[config.mk]
export PLATFORM = sky130hd
export DESIGN_NAME = register_file
export DESIGN_NICKNAME = d
export VERILOG_FILES = /design/src/rtl/register_file_pkg.sv /design/src/rtl/register_cell.sv /design/src/rtl/register_file.sv
export SDC_FILE = /design/constraint.sdc
export NUM_CORES = 1
export LEC_CHECK = 0
export ABC_AREA = 0
export ABC_CLOCK_PERIOD_IN_PS = 4500
export CAP_MARGIN = 10
export CORE_UTILIZATION = 60
export CTS_CLUSTER_SIZE = 40
export DETAILED_ROUTE_END_ITERATION = 10
export HOLD_SLACK_MARGIN = 0.06
export PLACE_DENSITY_LB_ADDON = 0.25
export SLEW_MARGIN = 20
export SYNTH_ARGS = -nofsm -noshare
export SYNTH_HDL_FRONTEND = slang
export SYNTH_SLANG_ARGS = --single-unit
[constraint.sdc]
create_clock -name clk -period 4.5 [get_ports clk]
set_input_delay 0.9 -clock clk [delete_from_list [all_inputs] [get_ports clk]]
set_output_delay 0.9 -clock clk [all_outputs]
set_load 0.02 [all_outputs]
[src/rtl/register_file_pkg.sv]
// ----------------------------------------------------------------------------
// register_file_pkg
//   Shared constants for the register file: default geometry and the
//   encoding of the step direction carried on inc_dec.
// ----------------------------------------------------------------------------
package register_file_pkg;

    localparam int DEF_WIDTH = 16;
    localparam int DEF_DEPTH = 8;

    // Step direction as seen on the inc_dec pin.
    typedef enum logic {
        INC = 1'b0,
        DEC = 1'b1
    } step_dir_e;

endpackage : register_file_pkg

[src/rtl/register_cell.sv]
// ----------------------------------------------------------------------------
// register_cell
//   One WIDTH-bit storage register with a load port and a +/-1 step port.
//   A load takes priority over a step issued in the same cycle.
//
//   Ports
//     clk        rising-edge clock
//     rst        asynchronous active-low clear
//     load       load enable
//     load_data  value written when load=1
//     step_en    step enable
//     step_dir   INC adds one, DEC subtracts one (modulo 2^WIDTH)
//     value      current register contents
// ----------------------------------------------------------------------------
module register_cell
    import register_file_pkg::*;
#(
    parameter int WIDTH = DEF_WIDTH
) (
    input  logic             clk,
    input  logic             rst,
    input  logic             load,
    input  logic [WIDTH-1:0] load_data,
    input  logic             step_en,
    input  step_dir_e        step_dir,
    output logic [WIDTH-1:0] value
);

    logic [WIDTH-1:0] value_next;

    // NOTE: every output of a combinational block gets a default before any
    // branch, so no path leaves it unassigned and no latch is inferred.
    always_comb begin
        value_next = value;
        if (load) begin
            value_next = load_data;
        end else if (step_en) begin
            // Plain modular arithmetic: wrap-around needs no special case.
            value_next = (step_dir == DEC) ? value - 1'b1 : value + 1'b1;
        end
    end

    // NOTE: sequential state is updated with non-blocking assignments so all
    // flops sample their inputs from the same pre-edge values.
    always_ff @(posedge clk or negedge rst) begin
        if (!rst) begin
            value <= '0;
        end else begin
            value <= value_next;
        end
    end

endmodule : register_cell

[src/rtl/register_file.sv]
// ----------------------------------------------------------------------------
// register_file
//   DEPTH x WIDTH register file with one write port, one +/-1 step port and
//   two registered read ports. Reads see the post-update value of a register
//   being written or stepped at the same edge. A write and a step aimed at
//   the same register resolve in favour of the write and raise wr_conflict
//   for one cycle. With ZERO_R0=1 register 0 is hard-wired to zero.
//
//   Ports
//     clk          rising-edge clock
//     rst          asynchronous active-low reset
//     we           write enable
//     waddr/wdata  write address / data
//     inc_en       step enable
//     inc_addr     step target
//     inc_dec      step direction: 1 decrement, 0 increment
//     ra_addr      read port A address
//     rb_addr      read port B address
//     ra_data      registered read port A data
//     rb_data      registered read port B data
//     wr_conflict  previous cycle had we and inc_en on the same address
// ----------------------------------------------------------------------------
module register_file
    import register_file_pkg::*;
#(
    parameter int WIDTH   = DEF_WIDTH,
    parameter int DEPTH   = DEF_DEPTH,
    parameter int ZERO_R0 = 1,
    localparam int AW     = $clog2(DEPTH)
) (
    input  logic             clk,
    input  logic             rst,
    input  logic             we,
    input  logic [AW-1:0]    waddr,
    input  logic [WIDTH-1:0] wdata,
    input  logic             inc_en,
    input  logic [AW-1:0]    inc_addr,
    input  logic             inc_dec,
    input  logic [AW-1:0]    ra_addr,
    input  logic [AW-1:0]    rb_addr,
    output logic [WIDTH-1:0] ra_data,
    output logic [WIDTH-1:0] rb_data,
    output logic             wr_conflict
);

    logic [DEPTH-1:0] load_sel;
    logic [DEPTH-1:0] step_sel;
    logic [WIDTH-1:0] values [DEPTH];
    step_dir_e        step_dir;
    logic             conflict_now;
    logic [WIDTH-1:0] ra_next;
    logic [WIDTH-1:0] rb_next;

    assign step_dir = step_dir_e'(inc_dec);

    // A conflict is reported even on register 0, where neither update lands.
    assign conflict_now = we && inc_en && (waddr == inc_addr);

    // ------------------------------------------------------------------
    // Address decode and storage
    // ------------------------------------------------------------------
    for (genvar i = 0; i < DEPTH; i++) begin : g_reg
        localparam bit LOCKED = (ZERO_R0 != 0) && (i == 0);

        // Register 0 stays at its reset value of zero when locked.
        assign load_sel[i] = !LOCKED && we     && (waddr    == AW'(i));
        assign step_sel[i] = !LOCKED && inc_en && (inc_addr == AW'(i));

        register_cell #(
            .WIDTH (WIDTH)
        ) u_cell (
            .clk       (clk),
            .rst       (rst),
            .load      (load_sel[i]),
            .load_data (wdata),
            .step_en   (step_sel[i]),
            .step_dir  (step_dir),
            .value     (values[i])
        );
    end

    // ------------------------------------------------------------------
    // Bypass: a read of a register being updated at this edge returns the
    // value that register will hold after the edge.
    // ------------------------------------------------------------------
    function automatic logic [WIDTH-1:0] post_update(
        input logic [WIDTH-1:0] current,
        input logic             load,
        input logic             step,
        input logic [WIDTH-1:0] load_data,
        input step_dir_e        dir
    );
        logic [WIDTH-1:0] result;
        result = current;
        if (load) begin
            result = load_data;
        end else if (step) begin
            result = (dir == DEC) ? current - 1'b1 : current + 1'b1;
        end
        return result;
    endfunction

    always_comb begin
        ra_next = post_update(values[ra_addr], load_sel[ra_addr],
                              step_sel[ra_addr], wdata, step_dir);
        rb_next = post_update(values[rb_addr], load_sel[rb_addr],
                              step_sel[rb_addr], wdata, step_dir);
    end

    // ------------------------------------------------------------------
    // Output registers
    // ------------------------------------------------------------------
    // NOTE: every flop, storage and output alike, is cleared by the async
    // reset; the storage is individual registers rather than a RAM macro, so
    // a full clear is both possible and required.
    always_ff @(posedge clk or negedge rst) begin
        if (!rst) begin
            ra_data     <= '0;
            rb_data     <= '0;
            wr_conflict <= 1'b0;
        end else begin
            ra_data     <= ra_next;
            rb_data     <= rb_next;
            wr_conflict <= conflict_now;
        end
    end

endmodule : register_file

### Yosys cells after proc, flatten, opt, wreduce, memory -nomap -nowiden

Cells that the tools add are included.

* register bits after elaboration: 145
* input bits: 33
* output and inout bits: 33
* logic and storage cells: 113

* $add $sub $neg: 18
* order comparisons: 4
* equal/unequal tests: 15
* muxes and demuxes: 41
* bitwise operators: 2
* reductions and logical operators: 23

Operators by type and width (count)
* 16-bit two-way mux: 31
* 16-bit by 1-bit adder with 16-bit output, second input constant: 9
* 16-bit by 1-bit subtractor with 16-bit output, second input constant: 9
* 16-bit binary-select mux with 3-bit select: 2
* 3-bit equality test, second input constant: 8
* 1-bit logical AND: 16
* 2-bit nonzero test: 7
* 1-bit binary-select mux with 3-bit select: 4
* 3-bit by 2-bit equality test with 1-bit output, second input constant: 4
* 4-bit >= comparator, second input constant: 2
* 3-bit by 4-bit < comparator with 1-bit output, second input constant: 2
* 3-bit NOT with 4-bit output: 2
* 3-bit by 1-bit equality test with 1-bit output, second input constant: 2
* 1-bit two-way mux: 4
* 3-bit equality test: 1

### Logic depth before layout (Yosys ltp)

* depth in word-level cells: 8
* depth in mapped cells: 16
* gate-level depth less buffers: 14

### Modules after synthesis

A second synthesis with hierarchy kept.

* cells, all modules: 1865
* area total of the unflattened synthesis: 17020.1 µm²

By module, submodules not included
* register_cell at g_reg[1].u_cell ...: instances 4, cells each 172, area an instance 1534.0 µm², sequential area each 400.4 µm²
* register_file: instances 1, cells each 520, area an instance 5096.1 µm², sequential area each 825.8 µm²
* register_cell at g_reg[6].u_cell ...: instances 2, cells each 163, area an instance 1446.4 µm², sequential area each 400.4 µm²
* register_cell at g_reg[5].u_cell: instances 1, cells each 163, area an instance 1468.9 µm², sequential area each 400.4 µm²
* register_cell at g_reg[0].u_cell: instances 1, cells each 168, area an instance 1426.4 µm², sequential area each 400.4 µm²

### Least setup slack after synthesis

OpenSTA, ideal clock, no wires.

* kind: input port to flip-flop
* from: input rb_addr[1]
* to: register rb_data[14]
* library setup time: 0.124 ns
* arrival time: 4.080 ns
* path slack: 0.297 ns
* stages: 15
* path buffers: 3
* path through: buf_2 -> buf_1 -> buf_1 -> mux4_2 -> nand2_1 -> o21ai_0 -> ha_1 -> nor2b_1 -> o21ai_0 -> a21boi_0 -> o31ai_1 -> nand2_1 -> a311oi_1 -> nor3_1 -> a211o_1

* cells in the longest elaborated chain, start to end: 8
* elaborated cells on any way between the ends: 13
* those cells by class: add/sub: 2; mux: 10; bitwise: 1

RTL lines
* start: declaration: RTL line register_file.sv:40 `input logic [AW-1:0] rb_addr,`
* 3-bit NOT with 4-bit output (implied by the code): RTL line register_file.sv:106 `rb_next = post_update(values[rb_addr], load_sel[rb_addr],`
* 16-bit binary-select mux with 3-bit select: RTL line register_file.sv:106
* 16-bit two-way mux (implied by the code) (2 in series): RTL line register_file.sv:106
* 16-bit by 1-bit adder with 16-bit output or 16-bit by 1-bit subtractor with 16-bit output (tied branches): RTL line register_file.sv:98 `result = (dir == DEC) ? current - 1'b1 : current + 1'b1;`
* 16-bit two-way mux: RTL line register_file.sv:98
* 16-bit two-way mux: RTL line register_file.sv:97 `end else if (step) begin`
* 16-bit two-way mux *: RTL line register_file.sv:95 `if (load) begin`
* via rb_next[14]: RTL line register_file.sv:52 `logic [WIDTH-1:0] rb_next;`
* end signal: assignment: RTL line register_file.sv:123 `rb_data <= rb_next;`
* end: declaration: RTL line register_file.sv:42 `output logic [WIDTH-1:0] rb_data,`

Mark *: on every way through the listed nets, which the timed path passes. The rest lies on a longest branch. The select of a mux whose other input is x is not followed.
A chain may end at the register's enable or synchronous reset.

### Worst setup path after layout

* from: input ra_addr[2]
* to: register ra_data[12]

* cells in the longest elaborated chain, start to end: 8
* elaborated cells on any way between the ends: 13
* those cells by class: add/sub: 2; mux: 10; bitwise: 1

RTL lines
* start: declaration: RTL line register_file.sv:39 `input logic [AW-1:0] ra_addr,`
* 3-bit NOT with 4-bit output (implied by the code): RTL line register_file.sv:104 `ra_next = post_update(values[ra_addr], load_sel[ra_addr],`
* 16-bit binary-select mux with 3-bit select: RTL line register_file.sv:104
* 16-bit two-way mux (implied by the code) (2 in series): RTL line register_file.sv:104
* 16-bit by 1-bit adder with 16-bit output or 16-bit by 1-bit subtractor with 16-bit output (tied branches): RTL line register_file.sv:98
* 16-bit two-way mux: RTL line register_file.sv:98
* 16-bit two-way mux: RTL line register_file.sv:97
* 16-bit two-way mux *: RTL line register_file.sv:95
* via ra_next[12]: RTL line register_file.sv:51 `logic [WIDTH-1:0] ra_next;`
* end signal: assignment: RTL line register_file.sv:122 `ra_data <= ra_next;`
* end: declaration: RTL line register_file.sv:41 `output logic [WIDTH-1:0] ra_data,`

Marks and branches as above.

==> results.md <==
* Most area-consuming cells after synthesis: dfrtp_1, ha_1, a21oi_1, o21ai_0, mux4_2
* Clock network latency to the later pin of the worst-skew pair at 0.43 ns
* Gate count of the mapped netlist at 1818
* DRC violation count after routing at 0
* Total global routing overflow at 0
* DPL Wire Length at 37400 µm
* Overall global routing resource usage at 41.9%
* Data required time of the worst path at 4.81 ns
* Post-CTS sizing at 0
* ANT nets after route at 0
* Total number of vias at 14.6k
* Chain of cells forming the critical path: clkdlybuf4s50_1 > buf_4 > a221oi_1 > a21oi_1 > ha_1 > o21a_1 > o31a_1 > o21ai_1 > a21oi_1 > o41ai_2 > xnor2_1 > mux2_2 > mux2_2
* Syn Nets at 1986
* Worst clock skew on the final layout at 0.0111 ns
* Final Max Slew Viols at 0
* I/O pin count at 66
* Final cycle utilization of the critical path at 85.8%
* Outcome: finished clean
* Max frequency at 259 MHz
* Top cell type's share of synthesized area at 24.7%
* Async set-reset flop share out of synthesis at 100%
* Horizontal die dimension at 158 µm
* Library cell contributing the largest single delay on the critical path: clkdlybuf4s50_1
* Final GP Congestion at 1.03
* Maximum number of pins on one net before global-route repair at 96
* Number of buffers inserted during clock tree synthesis at 17
* Ys Warns at 0
* Global-route wire length before repair at 78200 µm
* Worst Hold Slack at 0.555 ns
* Core Footprint at 23800 µm²
* Shortest period the worst path allows at 3.86 ns
* Count of H-tree levels built during CTS at 4
* CP max stage delay at 0.63 ns
* Maximum buffer depth of the clock tree at 2
* Effective utilization at floorplan at 61.8%
* RSZ-0062 raised after global routing: no
* Routed vias/inst at 6.67
* Overall power after layout at 8.95 mW
* Final setup violation count at 0
* Mean area per synthesized cell at 8.07 µm²
* Max Fanout on Critical Path at 8
* Hold Violations, Final at 0
* Most common cell after layout, fill and taps aside: a21oi_1
* EDFF count, synth at 0
* Final wirelength at 51000 µm
* Post-synthesis sequential element count at 145
* Initial DRT Pass Iterations at 8
* Routed wirelength normalized by instance count at 23.3 µm
* Layout cells sized above 1 at 9.60%
* Commonest non-fill, non-tap cells in the layout: a21oi_1, nand2_1, nor2_1
* Power Density at 548 nW/µm²
* Die height at 158 µm
* Max IR drop VDD at 0.311 mV
* Sequential share of the synthesized area at 24.7%
* Post-CTS clock slew at the launch and capture registers of the worst setup and hold paths at 0.07 ns
* Endpoint kind of the worst setup timing path: register
* Static Leakage at 6.93 nW
* Die Area at 25100 µm²
* Post-synth cell types at 72
* Synth area leader: dfrtp_1
* Input/output buffers at 65
* MaxCap Viol Count at 0
* Buffer count from post-CTS setup fixing at 0
* Max-Slew Margin vs Limit at 30.0%
* Via count of the first global-routing pass at 13.4k
* Number of cell rows at 56
* Final Net Count at 2019
* Detailed router's first-iteration violation count at 1751
* Number of antenna violations at the first check in global routing at 3
* Actual transition at the worst max-transition pin at 1.05 ns
* Setup total negative slack at 0 ns
* Classification of the worst setup path: input port to register
* Top flip-flop cell by instance count after synthesis: dfrtp_1
* Startpoint class of the critical path: input port
* Synthesis-to-finish area growth at 11.3%
* Area of the mapped netlist at 14700 µm²
* Clock tree from TritonCTS: yes
* Arrival time at the worst endpoint at 4.18 ns
* Clk sinks at 145
* Min-Delay Path Class: input port to async pin
* Clk root buf: clkbuf_16
* CTS Hold Buffers Added at 0
==> logic make-up (layout without fill, tap and decap cells) <==
group           count (synthesis)  in the layout  share of synthesized area (%)
other cells                     0              5                              0
xor+xnor                      106            106                           6.33
mux                            97             97                           9.70
buf+inv                       164            210                           4.26
fa+ha+maj                     135            135                           12.0
compound gates                597            597                           25.1
simple gates                  574            574                           17.9
flops                         145            145                           24.7
==> critical path, delay by kind of cell <==
kind | cells | cell delay, ns
AO/OA/AOI/OAI | 7 | 1.38
buffers and inverters | 2 | 0.90
multiplexers | 2 | 0.52
XOR/XNOR | 1 | 0.11
adder cells (fa/ha/maj) | 1 | 0.36
==> area by class of cell <==
cell class	count	area, µm²
Clock inverter	11	81.3
Inverter	61	229
Clock buffer	21	470
Sequential cell	145	3630
Tap cell	319	399
Fill cell	1954	7420
Timing Repair Buffer	117	1080
Antenna cell	5	12.5
Multi-Input combinational cell	1509	10400
==> metrics by stage <==
| stage | cells | cell area (µm²) | setup slack (ns) | util (%) |
|---|---|---|---|---|
| floorplan | 1818 | 14700 | 0.297 | - |
| global route | 2184 | 16300 | 0.505 | 68.7 |
| finish | 2188 | 16300 | 0.638 | 68.8 |
| detailed placement | 2151 | 15800 | 0.260 | 66.4 |
| CTS | 2183 | 16300 | 0.689 | 68.7 |
| global placement | 2151 | 15800 | 0.311 | 66.4 |
==> path summary, 6_finish.rpt <==
kind | startpoint | to | slack, ns | cells past startpoint
min reg2reg | g_reg[5].u_cell.value[8] | g_reg[5].u_cell.value[8] | 0.60 | 2
max reg2reg | g_reg[5].u_cell.value[1] | rb_data[10] | 1.03 | 12
max in group asynchronous | rst | g_reg[5].u_cell.value[10] | 3.07 | 2
min in group clk | g_reg[5].u_cell.value[8] | g_reg[5].u_cell.value[8] | 0.60 | 2
min | rst | g_reg[1].u_cell.value[12] | 0.55 | 1
max | ra_addr[2] | ra_data[12] | 0.64 | 13
==> power breakdown <==
part / internal (mW) / switching (mW)
Combinational: 2.34 / 2.73
Clock: 0.753 / 0.627
Sequential: 1.76 / 0.736
==> Yosys cell counts, types with 9 or more instances <==
library cell	instances
nor2_1	173
fa_1	9
nor2b_1	33
nor3_1	41
nand3_1	40
a21o_1	33
nand2_1	189
mux2i_1	26
xor2_1	29
o21ai_0	153
or3_1	11
and2_1	12
ha_1	126
a21oi_1	199
a211oi_1	19
o31a_1	9
a221oi_1	21
a22oi_1	17
o211ai_1	12
xnor2_1	77
and3_1	22
mux4_2	32
nand4_1	14
mux2_2	38
o21a_1	20
clkbuf_1	77
buf_1	18
inv_1	61
a31oi_1	39
nand2b_1	11
dfrtp_1	145
o21bai_1	14
==> registers in the layout (all words and copies together), names as in the netlist <==
name,cells
rb_data,16
g.u_cell.value,112
ra_data,16
wr_conflict,1
==> layer usage <==
metal,part of all wire [%],GRT usage (%)
met1,39,54.6
met2,45,65.7
met3,10,9.06
met4,5.1,20.6
met5,0,0
Note: power is estimated with default switching activity, not from simulation.
